**config.mk**
```make
export PLATFORM = sky130hd
export DESIGN_NAME = ula_wb_buffer
export DESIGN_NICKNAME = d
export VERILOG_FILES = /design/src/rtl/ula_wb_buffer.sv
export SDC_FILE = /design/constraint.sdc
export NUM_CORES = 1
export LEC_CHECK = 0
export CORE_MARGIN = 3
export CORE_UTILIZATION = 48
export DETAILED_ROUTE_END_ITERATION = 8
export MAX_ROUTING_LAYER = met4
export PLACE_DENSITY = 0.86
export SLEW_MARGIN = 30
export SYNTH_ARGS = -nofsm -noshare
export SYNTH_HDL_FRONTEND = slang
export SYNTH_SLANG_ARGS = --single-unit
```
**constraint.sdc**
```tcl
create_clock -name clk -period 2 [get_ports clk]
set_clock_uncertainty 0.1 [all_clocks]
set_input_delay 0.5 -clock clk [delete_from_list [all_inputs] [get_ports clk]]
set_output_delay 0.5 -clock clk [all_outputs]
set_load 0.05 [all_outputs]
```
**src/rtl/ula_wb_buffer.sv**
```systemverilog
// Writeback skid buffer behind the ALU: 2-entry FIFO of results plus the
// architectural flags register with sticky overflow / divide-by-zero bits.
module ula_wb_buffer #(
  parameter int DATA_WIDTH     = 16,
  parameter int REG_ADDR_WIDTH = 4,
  parameter int FLAGS_WIDTH    = 5
) (
  input  logic                      clk,
  input  logic                      rst_n,
  input  logic                      in_valid,
  output logic                      in_ready,
  input  logic [DATA_WIDTH-1:0]     in_data,
  input  logic [FLAGS_WIDTH-1:0]    in_rflags,
  input  logic [REG_ADDR_WIDTH-1:0] in_rd,
  input  logic                      in_wr_en,
  input  logic                      in_is_cmp,
  output logic                      out_valid,
  input  logic                      out_ready,
  output logic [DATA_WIDTH-1:0]     out_data,
  output logic [REG_ADDR_WIDTH-1:0] out_rd,
  output logic                      out_wr_en,
  output logic [FLAGS_WIDTH-1:0]    flags,
  output logic                      exc_pending,
  input  logic                      exc_clear
);

  localparam int FLAG_OVF = 4;
  localparam int FLAG_DBZ = 0;

  logic [DATA_WIDTH-1:0]     ent_data [2];
  logic [REG_ADDR_WIDTH-1:0] ent_rd   [2];
  logic [1:0]                ent_we;
  logic                      head;
  logic                      tail;
  logic [1:0]                count;
  logic [1:0]                count_next;
  logic                      ready_q;
  logic [FLAGS_WIDTH-1:0]    flags_q;
  logic [FLAGS_WIDTH-1:0]    flags_next;
  logic                      push;
  logic                      pop;

  assign push      = in_valid & ready_q;
  assign out_valid = (count != 2'd0);
  assign pop       = out_valid & out_ready;

  always_comb begin
    count_next = count;
    case ({push, pop})
      2'b10:   count_next = count + 2'd1;
      2'b01:   count_next = count - 2'd1;
      default: count_next = count;
    endcase
  end

  // Sticky bits: a set arriving with this push beats a simultaneous clear.
  always_comb begin
    flags_next = flags_q;
    if (push && in_is_cmp) begin
      flags_next[3:1] = in_rflags[3:1];
    end
    flags_next[FLAG_OVF] = (flags_q[FLAG_OVF] & ~exc_clear) | (push & in_rflags[FLAG_OVF]);
    flags_next[FLAG_DBZ] = (flags_q[FLAG_DBZ] & ~exc_clear) | (push & in_rflags[FLAG_DBZ]);
  end

  always_ff @(posedge clk or negedge rst_n) begin
    if (!rst_n) begin
      count       <= 2'd0;
      head        <= 1'b0;
      tail        <= 1'b0;
      ready_q     <= 1'b0;
      flags_q     <= '0;
      ent_data[0] <= '0;
      ent_data[1] <= '0;
      ent_rd[0]   <= '0;
      ent_rd[1]   <= '0;
      ent_we      <= 2'b00;
    end else begin
      count   <= count_next;
      ready_q <= (count_next != 2'd2);
      flags_q <= flags_next;
      if (push) begin
        ent_data[tail] <= in_data;
        ent_rd[tail]   <= in_rd;
        ent_we[tail]   <= in_wr_en & ~in_rflags[FLAG_DBZ];
        tail           <= ~tail;
      end
      if (pop) begin
        head <= ~head;
      end
    end
  end

  // Outputs read as zero while empty so drained entries never show through.
  assign out_data    = out_valid ? ent_data[head] : '0;
  assign out_rd      = out_valid ? ent_rd[head]   : '0;
  assign out_wr_en   = out_valid & ent_we[head];
  assign in_ready    = ready_q;
  assign flags       = flags_q;
  assign exc_pending = flags_q[FLAG_OVF] | flags_q[FLAG_DBZ];

endmodule

```
Word-level counts from Yosys, hierarchy flattened
Index checks and enable logic that the tools add are counted.

$add $sub $neg: 2. Multipliers: 0. Div/mod/pow operators: 0. Order comparisons: 6. Equal/unequal tests: 3. Shifts and indexed selects: 0. Multiplexer cells: 20. Bitwise operators: 17. Reduce and logical (&&, ||, !) cells: 4.

Operator list (number): $mux W16 (5); $bwmux W32 (1); $mux W4 (5); $demux W16 S1 (1); $and A1 B1 Y1 (8); $bwmux W8 (1); $demux W4 S1 (1); $ge A2 B2 Y1 const B (2); $lt A1 B2 Y1 const B (2); $not A1 Y1 (4); $not A1 Y2 (2); $pmux W2 S2 (1); $logic_and A1 B1 Y1 (3); $mux W1 (3); $or A1 B1 Y1 (3); $add A2 B1 Y2 const B (1); $bwmux W2 (1); $eq A2 B1 Y1 const B (1); $eq A2 B2 Y1 const B (1); $lt A2 B1 Y1 const B (1); $ne A2 B2 Y1 const B (1); $reduce_bool A2 Y1 (1); $sub A2 B1 Y2 const B (1); $demux W1 S1 (1); $ge A1 B1 Y1 const B (1).

Flip-flop bits (word level): 52. Bits in latches: 0. Memory bits (writable): 0. ROM bits: 0. Input port bits: 32. Output and inout bits: 29. Logic and storage cells: 63. Memories: 0.

Logic depth before layout (Yosys ltp)
Gate-level depths: netlist of run 1.

Word-level depth: 6. Gate-level depth with buffers: 6. Gate-level depth less buffers: 6.

Worst setup path after synthesis of run 1
OpenSTA, ideal clock, no wires.

Kind: reg-to-output. From: register head. To: output port out_data[10]. Arrival: 1459 ps. Data required time: 1400 ps. Slack: -59 ps. Stages on the path, launching flop included: 5. Path buffers: 2. Cell sequence: dfrtp_1 buf_2 buf_2 mux2i_1 nor2_1.

Longest elaborated chain between the ends: 5.

RTL lines: start, declared (line 33) `logic head;`; start signal, assigned (line 89) `head <= ~head;`; $not A1 Y2 (implied by the code) (line 95) `assign out_data = out_valid ? ent_data[head] : '0;`; $mux W16 (implied by the code) (3 in a row) (line 95); $mux W16 (line 95); end, declared (line 19) `output logic [DATA_WIDTH-1:0] out_data,`.

Every way passes these cells. The select of a mux whose other input is x is not followed.

Worst setup path in the final report of run 1
From: register head. To: output port out_data[14].

The elaborated chain is that of the path after synthesis.

==> results.txt, run 1 <==
The floorplan step set the die width to 75.6 um. The layout cell share with drive strength beyond 1 is 0.482. The die outline area is 5710 um^2. The wire length of the first global-routing pass is 7680 um. The cell count after synthesis is approximately 180.

The post-detailed-routing wire length is between 4000 and 5000 um. The relative max-transition margin is 0.789. The routed design uses 2340 um of met2 wire.

The setup violation total in the final timing report came out at 0. For this design, the slowest cell found on the critical path is sky130_fd_sc_hd__dfrtp_2. The longest individual stage delay on the worst path is roughly 450 ps. Measured on the finished design, the core utilization comes to 0.769. Entering global routing, the biggest net connects 53 pins. The routability-driven placement congestion ratio came out at 0.693.

The clock tree from TritonCTS is yes. The via count of the first global-routing pass came out at 1650. The top-level port count came out at 61.

The critical path is of the flop to output port type. STA classifies the critical path startpoint as a flop. The critical-path maximum fanout came out at 8. Setup repair after global routing could not meet its margin everywhere. Measured along the y axis, the die boundary spans 75.6 um.

The source-to-sink clock delay at the later pin of the worst-skew pair came out at 300 ps. The adder-cell share of the synthesized area is 0.00538. After clock tree synthesis, the clock-pin slew on the worst setup and hold paths is 100 ps.

Wire segments on met3 add up to roughly 270 um in the final route. Port buffering added 60 buffers. The library cell used most frequently in the layout, excluding fill and tap cells, is sky130_fd_sc_hd__dfrtp_1. The final global-route overflow total is 0. The post-route minimum period came out at 1980 ps. Signal routing reaches up to met4. The standard cell core area came out at between 4000 and 5000 um^2. The category of cells accounting for the largest share of critical-path delay is flip-flops. The number of remaining DRC errors came out at 0. The number of placement rows came out at 24. The post-route cell area is 3460 um^2.

The cell area reported after detailed placement is 3270 um^2. The number of antenna repair diodes came out at 0. By area, the combinational part of the netlist is dominated by multiplexers. The mean instance size in the synthesized netlist is between 10 and 15 um^2. The total routed wire length on the met1 layer is 2130 um.

In this run, synthesis produced a sequential element count of 52. After the last flow step, the layout net total stands at 281. Of the total synthesized cell area, the portion taken by XOR and XNOR cells is 0.0151. Of the synthesized area, sequential elements account for 0.560. The via count of the routed design is 1581. Clock tree synthesis found a total of 52 sinks. The critical path goes through buf_8, mux2i_2, nor2_2, buf_12. The post-detailed-route via-to-cell ratio came out at 5.25. The hold violation total from the final report is 0. At the pin with the least slew margin, the transition time is 316 ps.

The total iterations of the first detailed-routing run is 4. When the netlist entered floorplanning its net count stood at 211. The HPWL after detailed placement is 3300 um.

The worst min-delay path class is input pin to async pin. The share of cell area taken by muxes after synthesis came out at 0.299. The library cells used most frequently in the layout, excluding fill and tap cells, are sky130_fd_sc_hd__dfrtp_1, sky130_fd_sc_hd__mux2_2, sky130_fd_sc_hd__clkdlybuf4s50_1.

The maximum operating frequency is just over 500 MHz. The data arrival time of the worst path is 1380 ps. The distinct cell type count of the synthesized netlist came out at 22. The initial antenna violation count is 0.

The root buffer cell is sky130_fd_sc_hd__clkbuf_8. The worst endpoint required time is 1400 ps. The number of pins exceeding their max-slew limit in the final report came out at 0.

After the first detailed-routing iteration, the DRC count stood at 58. The portion of the clock cycle consumed by the worst path in the final layout is 0.992. The overall fraction of global-route tracks in use is 0.184.

The post-synthesis to final-layout area growth is 49.0%. The count of hold buffers inserted by post-cts repair is 0. The flow ran to the end, and the final reports show no timing, DRC or antenna violations.

The critical path buffer and inverter count came out at 2. The number of routed nets with antenna violations is 0. The number of max-capacitance violations reported came out at 0. The count of warnings emitted by yosys is 0. The per-cell routed wire length is 15.9 um. Summing every instance area after synthesis gives 2320 um^2. The number of levels in the clock H-tree is 2. The compound-gate portion of the synthesized area is 0.0145. The total CTS buffers came out at 5. The post-synthesis simple-gate area fraction is 0.0727. The maximum buffer depth of the clock tree is 2. The initial utilization of the core area, before any placement, comes to 0.516. The worst setup path is captured at an output port.
-- per-stage QoR --
stage               instances  hold WS, ps  TNS [ps]  setup WS, ps
global route              301          101      -289         -32.2
CTS                       300         86.8     -23.9         -8.18
global placement          292          363         0          11.9
finish                    301         79.5         0          15.3
detailed placement        292          372     -59.9         -59.9
floorplan                 178          104      -529         -59.1
-- cells in the mapped netlist --
library cell,count,area share
sky130_fd_sc_hd__a32oi_1,1,0.0038
sky130_fd_sc_hd__buf_2,3,0.0065
sky130_fd_sc_hd__buf_4,1,0.0032
sky130_fd_sc_hd__buf_6,3,0.015
sky130_fd_sc_hd__clkbuf_1,2,0.0032
sky130_fd_sc_hd__dfrtp_1,52,0.56
sky130_fd_sc_hd__ha_1,1,0.0054
sky130_fd_sc_hd__inv_1,4,0.0065
sky130_fd_sc_hd__mux2_1,1,0.0048
sky130_fd_sc_hd__mux2_2,42,0.20
sky130_fd_sc_hd__mux2i_1,21,0.090
sky130_fd_sc_hd__nand2_1,7,0.011
sky130_fd_sc_hd__nand2b_1,1,0.0027
sky130_fd_sc_hd__nand3_1,3,0.0065
sky130_fd_sc_hd__nand3_2,1,0.0043
sky130_fd_sc_hd__nand3b_1,1,0.0032
sky130_fd_sc_hd__nand3b_2,1,0.0048
sky130_fd_sc_hd__nor2_1,23,0.037
sky130_fd_sc_hd__nor2b_1,1,0.0027
sky130_fd_sc_hd__o21ai_0,5,0.011
sky130_fd_sc_hd__xnor2_1,2,0.0075
sky130_fd_sc_hd__xor2_1,2,0.0075
-- kinds of logic (layout without fill, tap and decap cells) --
family                     Yosys count  in the layout
AOI/OAI and AO/OA                    6              6
adders and majority gates            1              1
muxes                               64             64
xor gates and xnor gates             4              4
and+or+nand+nor                     38             38
buffers and inverters               13             84
DFF                                 52             52
-- layout make-up --
cell class	count	area, um^2
Timing Repair Buffer	72	952
Clock inverter	2	35.0
Fill cell	289	1040
Multi-Input combinational cell	113	1020
Inverter	4	15.0
Clock buffer	6	72.6
Tap cell	52	65.1
Sequential cell	52	1310
-- layer usage --
layer | track usage | up-vias
met2 | 0.297 | 48
li1 | - | 748
met5 | - | -
met4 | 0.0466 | 0
met1 | 0.237 | 780
met3 | 0.0409 | 5
-- worst paths after layout --
path	cells past startpoint	slack [ps]	end	startpoint
max	4	20	out_data[14]	head
min	2	80	ent_data[21]	rst_n
max reg2reg	7	230	in_ready	count[1]
min reg2reg	1	410	ent_rd[4]	ent_rd[4]
max in group asynchronous	2	1480	count[0]	rst_n
min in group clk	1	410	ent_rd[4]	ent_rd[4]
-- sequential cells by signal, summed over array words and instances (netlist names) --
name	cells
ent_data	32
ent_rd	8
flags	5
count	2
ent_we	2
head	1
in_ready	1
tail	1
-- worst register-to-register path: cells and delay by family, from the launching register on --
family	cells	cell delay [ps]
buffers and inverters	2	300
DFF	1	460
and+or+nand+nor	2	250
AOI/OAI and AO/OA	2	260
adders and majority gates	1	310
-- timing repair --
item	CTS	global route
resized for setup	4	22
pin swaps	0	0
endpoints found under the setup margin	12	22
buffers inserted	0	0
cloned	0	1
Power of run 1 is left out: the tool's default activity adds up to more than one toggle a clock period on the data nets, which glitch-free logic cannot reach.
==> run 2: changes to the inputs <==
Settings changed: CORE_ASPECT_RATIO set to 1.25.
==> run 2 against run 1 <==
Hold slack worse by 51 ps. Critical path depth stayed put. Sequential share of layout area increased by 0.22 points. Via count fell by 1.9%. Utilization down 0.91 points. First-iteration DRC count shrank 21%. Clock-buffer cell count decreased by 1. Global-route usage decreased by 0.58 points. Final cell count grew 1.7%. Critical endpoint is now out_data[15]. Highest routed layer unchanged.
==> results.txt, run 2 (synthesis gave the netlist of run 1 again) <==
The flow ran to the end, and the final reports show no timing, DRC or antenna violations. The fill cell total of the finished layout came out at 303 (+4.8%). The initial antenna violation count is 0 (unchanged). The met3 global-route usage is 0.0364 (-0.00451). The buffers inserted during post-CTS setup optimization came to 0 (unchanged).

The end of the worst register-to-register path is in_ready. The post-layout worst setup margin came to 15.9 ps (+0.620 ps). The slack of the worst reg-to-reg path is 270 ps (+40 ps). The worst-margin pin slew came out at 466 ps (+150 ps). The post-detailed-routing wire length is 4440 um (-7.2%).

The relative max-transition margin is 0.690 (-0.0999). The count of port buffers added during placement came to 60 (unchanged). The die outline area came out at 5720 um^2 (about the same). The number of levels in the clock H-tree came out at 2 (unchanged). The layout cell share with drive strength beyond 1 is 0.472 (-0.0102).

The overall fraction of global-route tracks in use is 0.178 (-0.00585). The worst setup path is captured at an output port. The number of nets in the finished design was 280 (-0.36%).

The worst endpoint required time is 1400 ps (about the same). The source-to-sink clock delay at the later pin of the worst-skew pair came to 310 ps (about the same). The number of pins exceeding their max-slew limit in the final report is 0 (unchanged). The overall die width is 68.2 um (-9.7%).

The met1 routing resource usage after global routing is 0.205 (-0.0321). The top-level port count is 61 (unchanged). The number of sinks handled by clock tree synthesis is 52 (unchanged).

The maximum operating frequency came out at 504 MHz (about the same). CTS placed an instance of sky130_fd_sc_hd__clkbuf_8 at the clock tree root. The longest individual stage delay on the worst path came to 400 ps (-50 ps).

The number of max-capacitance violations reported is 0 (unchanged). The startpoint identified for the worst register-to-register timing path is count[0]. The post-route minimum period is 1980 ps (-0.620 ps). The total iterations of the first detailed-routing run is 4 (unchanged). The met2 usage came out at 0.307 (+0.00980). The number of remaining DRC errors came to 0 (unchanged). The via count of the first global-routing pass is 1637 (-0.79%). The signal on the critical path passes through buf_6, mux2i_2, nor2_2, buf_12. Leaving out fill and tap cells, the most frequent cell in the layout is sky130_fd_sc_hd__dfrtp_1. The cell family contributing the most delay on the critical path is flip-flops.

The post-detailed-route via-to-cell ratio was 5.07 (-3.5%). The via count of the routed design is 1551 (-1.9%). The data arrival time of the worst path came out at 1380 ps (about the same).

The post-synthesis to final-layout area growth came out at 48.0%. The critical-path maximum fanout came out at 10 (+2). TritonCTS built the clock tree.

The post-place setup slack is -37.8 ps (+22.1 ps). The number of flip-flops under the largest register name is 32 (unchanged). The number of placement rows is 27 (+13%). Leaving out fill and tap cells, the most frequent cells in the layout are sky130_fd_sc_hd__dfrtp_1, sky130_fd_sc_hd__mux2_2, sky130_fd_sc_hd__clkdlybuf4s50_1. The number of cells on the worst reg-to-reg path is 7 (unchanged). The standard cell core area came out at 4530 um^2 (+0.50%).

The clock slew at the register clock pins of the worst setup and hold paths came to 90 ps (about the same). The worst hold path belongs to the class input pin to async pin. The final global-route overflow total was 0 (unchanged). The setup violation total in the final timing report is 0 (unchanged). The setup path with the least slack is of type flop to output port. ent_data holds more flip-flops than any other register. Setup repair after global routing could not meet its margin everywhere. The critical path's slowest cell is sky130_fd_sc_hd__dfrtp_1.

The number of routed nets with antenna violations came out at 0 (unchanged). The total CTS buffers is 5 (unchanged). The number of antenna repair diodes is 0 (unchanged). The HPWL after detailed placement is 3350 um (+1.5%).

The critical path buffer and inverter count is 2 (unchanged). The wire length of the first global-routing pass is 7600 um (-1.1%). The hold violation total from the final report is 0 (unchanged). The maximum buffer depth of the clock tree is 2 (unchanged).

The layer flagged by global routing as most heavily used is met2. The pin count of the biggest net entering global routing came out at 34 (-36%). The vertical extent of the die is 83.8 um (+11%). The worst setup path is launched from a flop. The per-cell routed wire length is 14.5 um (-8.7%). The initial core utilization is 0.514 (-0.00257). The initial detailed-routing violation count came out at 46 (-21%). The routability-driven placement congestion ratio came out at 0.698 (+0.72%). The portion of the clock cycle consumed by the worst path in the final layout was 0.992 (about the same).
[run 2: cell count changes in the layout (fill, tap and decap cells not counted), sizes merged]
cell,previous run,this run
inv,4,6
buf,42,41
bufinv,1,0
clkbuf,6,5
clkinv,1,0
clkinvlp,0,1
[run 2: how the worst max path moves through the flow]
| stage | start | cells past startpoint | endpoint | slack, ps |
|---|---|---|---|---|
| 2_1_floorplan | head | 4 | out_data[6] | -60 |
| 3_3_place_gp | in_valid | 6 | in_ready | 1 |
| 3_5_place_dp | in_valid | 6 | in_ready | -40 |
| 4_1_cts | head | 4 | out_data[15] | -20 |
| 5_1_grt | head | 4 | out_data[13] | -60 |
| 6_report | head | 4 | out_data[15] | 20 |
[run 2: cell type report]
cell class | instances | area (um^2) | share of cell area
tap | 58 | 72.6 | 0.0211
clock inverter | 3 | 25.0 | 0.00728
inverter | 4 | 15.0 | 0.00437
timing repair buffer | 71 | 942 | 0.274
multi-input combinational | 113 | 1010 | 0.294
sequential | 52 | 1300 | 0.379
clock buffer | 5 | 68.8 | 0.0200
[run 2: stage by stage]
stage	TNS, ps	instances	instance area [um^2]	utilization	hold slack (ps)
final	0	306	3440	0.760	29.0
after global routing	-767	306	3440	0.760	38.9
after CTS	-26.5	306	3390	0.750	30.5
after detailed placement	-37.8	298	3280	0.724	374
after global placement	0	298	3280	0.724	363
after floorplan	-529	178	2350	-	104
[run 2: repair_timing]
action	CTS	global route
hold buffers	0	0
gates resized for setup	7	13
endpoints found under the setup margin	20	21
[run 2: metal layers]
layer  vias up  wire length, um  share of wire
met5         -                0              0
met4         0               56          0.013
met3         5              170          0.038
met2        34             2430           0.55
met1       771             1780           0.40
li1        741                -              -
Power of run 2 is left out for the same reason.
